===== src/rtl/fifo_uart_tx.sv =====
// UART transmitter that drains a FIFO: pops one word when idle and
// serialises it as start / DBIT data bits LSB-first / stop.
module fifo_uart_tx #(
  parameter int DBIT    = 8,
  parameter int SB_TICK = 16,
  parameter int DVSR    = 54
) (
  input  logic            clk,
  input  logic            reset,
  input  logic            fifo_empty,
  input  logic [DBIT-1:0] fifo_dout,
  output logic            fifo_rd,
  output logic            tx,
  output logic            tx_busy,
  output logic            tx_done_tick
);

  localparam int BW = (DVSR > 1) ? $clog2(DVSR) : 1;
  localparam int SW = $clog2(32);
  localparam int NW = $clog2(DBIT);

  localparam logic [BW-1:0] B_LAST   = BW'(DVSR - 1);
  localparam logic [SW-1:0] S_BITEND = SW'(15);
  localparam logic [SW-1:0] S_STPEND = SW'(SB_TICK - 1);
  localparam logic [NW-1:0] N_LAST   = NW'(DBIT - 1);

  typedef enum logic [1:0] {
    IDLE,
    START,
    DATA,
    STOP
  } state_t;

  state_t          r_state;
  logic [BW-1:0]   r_baud;
  logic [SW-1:0]   r_s;
  logic [NW-1:0]   r_n;
  logic [DBIT-1:0] r_sh;
  logic            r_tx;

  state_t          w_state_nxt;
  logic [BW-1:0]   w_baud_nxt;
  logic [SW-1:0]   w_s_nxt;
  logic [NW-1:0]   w_n_nxt;
  logic [DBIT-1:0] w_sh_nxt;
  logic            w_tx_nxt;
  logic            w_tick;
  logic            w_pop;
  logic            w_done;

  always_ff @(posedge clk) begin
    if (reset) begin
      r_state <= IDLE;
      r_baud  <= '0;
      r_s     <= '0;
      r_n     <= '0;
      r_sh    <= '0;
      r_tx    <= 1'b1;
    end else begin
      r_state <= w_state_nxt;
      r_baud  <= w_baud_nxt;
      r_s     <= w_s_nxt;
      r_n     <= w_n_nxt;
      r_sh    <= w_sh_nxt;
      r_tx    <= w_tx_nxt;
    end
  end

  // tx is loaded with the level of the state being entered
  always_comb begin
    w_tick      = (r_state != IDLE) && (r_baud == B_LAST);
    w_pop       = (r_state == IDLE) && !fifo_empty && !reset;
    w_state_nxt = r_state;
    w_baud_nxt  = r_baud;
    w_s_nxt     = r_s;
    w_n_nxt     = r_n;
    w_sh_nxt    = r_sh;
    w_tx_nxt    = r_tx;
    w_done      = 1'b0;

    if (r_state != IDLE) begin
      w_baud_nxt = w_tick ? '0 : r_baud + 1'b1;
    end
    if (w_tick) begin
      w_s_nxt = r_s + 1'b1;
    end

    unique case (r_state)
      IDLE: begin
        w_baud_nxt = '0;
        w_s_nxt    = '0;
        w_tx_nxt   = 1'b1;
        if (w_pop) begin
          w_state_nxt = START;
          w_sh_nxt    = fifo_dout;
          w_tx_nxt    = 1'b0;
        end
      end
      START: begin
        if (w_tick && (r_s == S_BITEND)) begin
          w_state_nxt = DATA;
          w_s_nxt     = '0;
          w_n_nxt     = '0;
          w_tx_nxt    = r_sh[0];
        end
      end
      DATA: begin
        if (w_tick && (r_s == S_BITEND)) begin
          w_s_nxt  = '0;
          w_sh_nxt = r_sh >> 1;
          if (r_n == N_LAST) begin
            w_state_nxt = STOP;
            w_tx_nxt    = 1'b1;
          end else begin
            w_n_nxt  = r_n + 1'b1;
            w_tx_nxt = r_sh[1];
          end
        end
      end
      STOP: begin
        if (w_tick && (r_s == S_STPEND)) begin
          w_state_nxt = IDLE;
          w_s_nxt     = '0;
          w_done      = 1'b1;
        end
      end
      default: begin
        w_state_nxt = IDLE;
      end
    endcase
  end

  assign fifo_rd      = w_pop;
  assign tx           = r_tx;
  assign tx_busy      = (r_state != IDLE);
  assign tx_done_tick = w_done;

endmodule


===== config.mk =====
export PLATFORM = sky130hd
export DESIGN_NAME = fifo_uart_tx
export DESIGN_NICKNAME = d
export VERILOG_FILES = /design/src/rtl/fifo_uart_tx.sv
export SDC_FILE = /design/constraint.sdc
export NUM_CORES = 1
export LEC_CHECK = 0
export ABC_AREA = 1
export BUFFER_PORTS_ARGS = -buffer_cell sky130_fd_sc_hd__buf_2
export CAP_MARGIN = 20
export CELL_PAD_IN_SITES_DETAIL_PLACEMENT = 1
export CELL_PAD_IN_SITES_GLOBAL_PLACEMENT = 1
export CORE_ASPECT_RATIO = 1.75
export CORE_MARGIN = 10
export CORE_UTILIZATION = 30
export DETAILED_ROUTE_END_ITERATION = 10
export PLACE_DENSITY = 0.66
export SLEW_MARGIN = 20
export SYNTH_ARGS = -nofsm -noshare
export SYNTH_HDL_FRONTEND = slang
export SYNTH_SLANG_ARGS = --single-unit

===== constraint.sdc =====
create_clock -name clk -period 4.7 [get_ports clk]
set_clock_uncertainty 0.15 [all_clocks]
set_input_delay 0.94 -clock clk [delete_from_list [all_inputs] [get_ports clk]]
set_output_delay 0.94 -clock clk [all_outputs]
set_load 0.02 [all_outputs]

== Word-level counts from Yosys, hierarchy flattened ==
Cells that the tools add are included.

* Register bits after elaboration: 25
* Latch bits: 0
* Bits in writable memories: 0
* Memory bits (read-only): 0
* Bits of input ports: 11
* Word-level logic and storage cells: 63
* Memories kept: 0

* Add/sub/neg operators: 3
* $mul: 0
* Divide/modulo/power cells: 0
* Order comparisons: 0
* Eq/ne operators: 13
* Shift operators: 0
* Muxes and demuxes: 24
* Bitwise operators: 0
* Reductions and logical operators: 17

{| class="wikitable"
|+ Operator list
! operator !! count
|-
| 8-bit 2-to-1 mux || 2
|-
| 8-bit case mux with 2 select lines || 1
|-
| 2-bit != test, second input constant || 6
|-
| 2-bit 2-to-1 mux || 5
|-
| 5-bit 2-to-1 mux || 2
|-
| 5-bit case mux with 2 select lines || 1
|-
| 3-bit 2-to-1 mux || 3
|-
| 2-bit case mux with 4 select lines || 1
|-
| 6-bit by 1-bit adder with 6-bit output, second input constant || 1
|-
| 6-bit == test, second input constant || 1
|-
| 1-bit 2-to-1 mux || 6
|-
| 6-bit 2-to-1 mux || 1
|-
| 3-bit case mux with 2 select lines || 1
|-
| 3-bit AND reduction || 2
|-
| 2-bit nonzero test || 3
|-
| 5-bit by 1-bit adder with 5-bit output, second input constant || 1
|-
| 5-bit by 4-bit == test with 1-bit output, second input constant || 1
|-
| 5-bit AND reduction || 1
|-
| 2-bit == test, second input constant || 2
|-
| 1-bit logical AND || 4
|-
| 4-bit AND reduction || 1
|-
| 3-bit by 1-bit adder with 3-bit output, second input constant || 1
|-
| 3-bit == test, second input constant || 1
|-
| 3-bit by 1-bit != test with 1-bit output, second input constant || 1
|-
| other kinds (7) || 8
|}

== Longest topological paths before layout ==
* Depth after elaboration: 5
* Gate-level depth with buffers: 11
* Mapped depth without buffers: 11

== Least setup slack after synthesis ==
OpenSTA, ideal clock, no wires.

* Kind: in2out
* Start: in reset
* End: out fifo_rd
* Arrival time: 1.407 ns
* Required time: 3.610 ns
* Slack: 2.203 ns
* Stages: 4
* Path buffers: 1
* Cells stage by stage: buf_2 inv_1 nand2_2 inv_1

* Cells in the longest elaborated chain, start to end: 2

{| class="wikitable"
|+ RTL lines
! item !! RTL line !! source
|-
| start, declared || 9 || <nowiki>input logic reset,</nowiki>
|-
| 1-bit logical NOT || 72 || <nowiki>w_pop = (r_state == IDLE) && !fifo_empty && !reset;</nowiki>
|-
| 1-bit logical AND || 72 ||
|-
| end, declared || 12 || <nowiki>output logic fifo_rd,</nowiki>
|}

Every way passes these cells.

== Worst setup path in the final report ==
Ends and elaborated chain as after synthesis.

==> run_summary.xml <==
<?xml version="1.0" encoding="UTF-8"?>
<metrics>
  <group name="placed_design">
    <metric name="dp_wirelength" unit="um">2776</metric>
    <metric name="buffer_ports.inserted" unit="">14</metric>
    <metric name="gp_congestion" unit="">0.7575</metric>
    <metric name="place_worst_setup_slack" unit="ns">1.749</metric>
  </group>
  <group name="synth">
    <metric name="synthMostInstantiatedCell" unit="">nand2_1</metric>
    <metric name="ys_dominant_reg_cell" unit="">dfxtp_1</metric>
    <metric name="largest_cells_by_area_after_synthesis" unit="">dfxtp_1 35%, nand2_1 10%, ha_1 9.5%</metric>
    <metric name="synth.yosys.warnings" unit="">0</metric>
    <metric name="synth.lib_cells_used.distinct" unit="">27</metric>
    <metric name="ys_seq_area_frac" unit="">0.3460</metric>
    <metric name="yosys_register_bits" unit="">25</metric>
    <metric name="avgSynthCellArea" unit="um2">7.494</metric>
    <metric name="synth_common_cells" unit="">39 x nand2_1, 25 x dfxtp_1, 24 x nor2_1</metric>
    <metric name="synth-edff-count" unit="">0</metric>
    <metric name="synth_top_area_frac" unit="">0.3460</metric>
    <metric name="synth_top_cell_by_area" unit="">dfxtp_1</metric>
    <metric name="synth.net_count" unit="">215</metric>
    <metric name="postSynth.asyncResetShare" unit="">0</metric>
    <metric name="syn_area" unit="um2">1446</metric>
    <metric name="netlist_instances" unit="">193</metric>
  </group>
  <group name="timing">
    <metric name="worst_max_slew_pin_slew" unit="ns">0.7026</metric>
    <metric name="maxSlewHeadroom" unit="">0.5315</metric>
    <metric name="finalSetupTns" unit="ns">0</metric>
    <metric name="setup_repair_after_global_routing_missed_its_margin" unit="">no</metric>
    <metric name="slew_violations" unit="">0</metric>
    <metric name="worst_hold_slack" unit="ns">0.3215</metric>
    <metric name="final_hold_viol_count" unit="">0</metric>
    <metric name="fmaxAchievable" unit="MHz">342.7</metric>
    <metric name="min_period" unit="ns">2.918</metric>
    <metric name="setup_violations" unit="">0</metric>
    <metric name="postLayoutSetupSlackWorst" unit="ns">1.782</metric>
    <metric name="final_min_period_over_clock_period" unit="">0.6209</metric>
  </group>
  <group name="floorplanning">
    <metric name="die_h" unit="um">111.9</metric>
    <metric name="core_area" unit="um2">4666</metric>
    <metric name="die_area" unit="um2">8108</metric>
    <metric name="rows" unit="">33</metric>
    <metric name="die_w" unit="um">72.49</metric>
    <metric name="floorplan.initialDensity" unit="">0.3100</metric>
    <metric name="floorplan.io_pins" unit="">15</metric>
  </group>
  <group name="clock_tree">
    <metric name="clock-root-buffer" unit="">clkbuf_8</metric>
    <metric name="cts_tree" unit="">done</metric>
    <metric name="cts_post_setup_buffers_inserted" unit="">0</metric>
    <metric name="cts_buf_count" unit="">3</metric>
    <metric name="ctsLongestPathBuffers" unit="">2</metric>
    <metric name="cts_sinks" unit="">25</metric>
    <metric name="post_cts_resize_count" unit="">0</metric>
    <metric name="cts.htree.levels" unit="">1</metric>
    <metric name="worst_setup_hold_path_clk_slew" unit="ns">0.09</metric>
    <metric name="ctsHoldBuffers" unit="">0</metric>
    <metric name="clock_latency_on_the_worst_skew_pair" unit="ns">0.27</metric>
  </group>
  <group name="power">
    <metric name="ir_worst_vdd" unit="uV">234.3</metric>
    <metric name="share_of_total_power_consumed_by_net_switching" unit="">0.4254</metric>
    <metric name="total_switching_power" unit="mW">0.3052</metric>
    <metric name="internal_power" unit="mW">0.4122</metric>
    <metric name="power_frac_clock" unit="">0.183</metric>
    <metric name="power.leakage" unit="nW">0.6774</metric>
    <metric name="p_per_area" unit="nW/um2">455.4</metric>
    <metric name="share_comb_of_total_power" unit="">0.443</metric>
    <metric name="share_of_power_burned_in_registers" unit="">0.374</metric>
  </group>
  <group name="routing">
    <metric name="routed_via_density" unit="">4.884</metric>
    <metric name="antenna_left" unit="">0</metric>
    <metric name="drt_iter0_markers" unit="">21</metric>
    <metric name="via_count" unit="">1260</metric>
    <metric name="drt_pass1_iterations" unit="">2</metric>
    <metric name="drc" unit="">0</metric>
    <metric name="detail_route.wirelength" unit="um">3424</metric>
    <metric name="drt-wirelength-per-cell" unit="um">13.27</metric>
  </group>
  <group name="finish">
    <metric name="drive_above_1_share" unit="">0.1553</metric>
    <metric name="multi_input_comb_area" unit="um2">803.3</metric>
    <metric name="insertedDiodeCount" unit="">0</metric>
    <metric name="areaGrowthSynthToFinish" unit="%">8.910</metric>
    <metric name="n_fill_cell" unit="">606</metric>
    <metric name="final_nets" unit="">229</metric>
    <metric name="sequential_cell_area" unit="um2">500.5</metric>
  </group>
  <group name="critical_path">
    <metric name="end_kind" unit="">output pin</metric>
    <metric name="cp_max_fo" unit="">12</metric>
    <metric name="setup.worst_path.start_class" unit="">primary input</metric>
    <metric name="critPathRequiredTime" unit="ns">3.61</metric>
    <metric name="critical_path_arrival" unit="ns">1.83</metric>
    <metric name="timing_worst_setup_path_type" unit="">in -&gt; out</metric>
  </group>
  <group name="grt">
    <metric name="grt_start_max_net_pins" unit="">16</metric>
    <metric name="antenna_found_initial" unit="">0</metric>
    <metric name="grt_pass1_vias" unit="">1375</metric>
    <metric name="gr-total-overflow" unit="">0</metric>
    <metric name="global_route_usage_sum" unit="">0.08957</metric>
    <metric name="grt_pass1_wl" unit="um">6085</metric>
  </group>
  <group name="job">
    <metric name="maxCapViolCount" unit="">0</metric>
  </group>
  <group name="status">
    <metric name="status" unit="">completed</metric>
  </group>
  <group name="worst_hold_path">
    <metric name="timing.hold.worst.class" unit="">reg -&gt; reg</metric>
  </group>
</metrics>
[registers in the layout, summed over array words and instances (netlist names)]
| signal | count |
|---|---|
| r_n | 3 |
| r_baud | 6 |
| r_sh | 8 |
| r_s | 5 |
| tx | 1 |
| r_state | 2 |
[power groups by stage]
| stage | clock (mW) | sequential, mW | combinational (mW) |
|---|---|---|---|
| after floorplan | 0 | 0.271 | 0.263 |
| after global placement | 0 | 0.272 | 0.325 |
| after detailed placement | 0 | 0.274 | 0.328 |
| after CTS | 0.138 | 0.269 | 0.328 |
| after global routing | 0.148 | 0.274 | 0.365 |
| final | 0.131 | 0.268 | 0.318 |
[placed cells by master, fill, tap and decap left out, types with 2 or more instances in the layout]
master	Yosys	routed
nand2_1	39	39
dfxtp_1	25	25
nor2_1	24	24
inv_1	22	22
nand3_1	18	18
buf_2	2	14
a21oi_1	13	13
ha_1	11	11
mux2i_1	6	6
nand4_1	5	5
a21oi_2	4	4
nor2_2	3	3
clkbuf_8	0	3
inv_2	2	2
nand2_2	2	2
nor3_1	2	2
o21ai_0	2	2
nor3b_1	2	2
[metrics by stage]
stage	cell area (um2)	std cells	total power, mW	util
global route	1575	258	0.7876	0.3376
floorplan	1446	193	0.5341	-
global placement	1529	254	0.5974	0.3277
CTS	1575	258	0.7344	0.3376
detailed placement	1529	254	0.6015	0.3277
finish	1575	258	0.7174	0.3376
[kinds of logic (layout without fill, tap and decap cells)]
group / Yosys count / after routing / share of synthesized area
AOI/OAI and AO/OA: 22 / 22 / 0.09256
xor gates and xnor gates: 2 / 2 / 0.01211
adders and majority gates: 11 / 11 / 0.09515
buffers and inverters: 29 / 42 / 0.09862
DFF: 25 / 25 / 0.3460
muxes: 6 / 6 / 0.04152
and+or+nand+nor: 98 / 98 / 0.3140
[critical path, cell delays in order]
cell	delay, ns
buf_2	0.15
inv_1	0.32
nand2_2	0.15
inv_1	0.10
buf_2	0.16
[final cells by class]
cell class | instances | share of cell area
Tap cell | 52 | 0.04130
Timing Repair Buffer | 14 | 0.04448
Inverter | 24 | 0.05719
Clock inverter | 1 | 0.003177
Multi-Input combinational cell | 139 | 0.5099
Sequential cell | 25 | 0.3177
Clock buffer | 3 | 0.02621
[routing by layer]
| metal | GRT usage | vias to the layer above | part of all wire |
|---|---|---|---|
| li1 | - | 653 | - |
| met1 | 0.09100 | 589 | 0.39 |
| met2 | 0.1699 | 13 | 0.57 |
| met3 | 0.01600 | 5 | 0.027 |
| met4 | 0.03435 | 0 | 0.016 |
| met5 | 0 | - | 0 |
[final timing paths]
kind                            slack [ns]        from  cells past startpoint  endpoint
worst max-delay path                  1.78       reset                      5   fifo_rd
worst min-delay path                  0.32      r_s[4]                      2    r_s[4]
worst max register to register        2.33  r_state[0]                      7   r_sh[4]
worst min register to register        0.32      r_s[4]                      2    r_s[4]
Note: power is estimated with default switching activity, not from simulation.
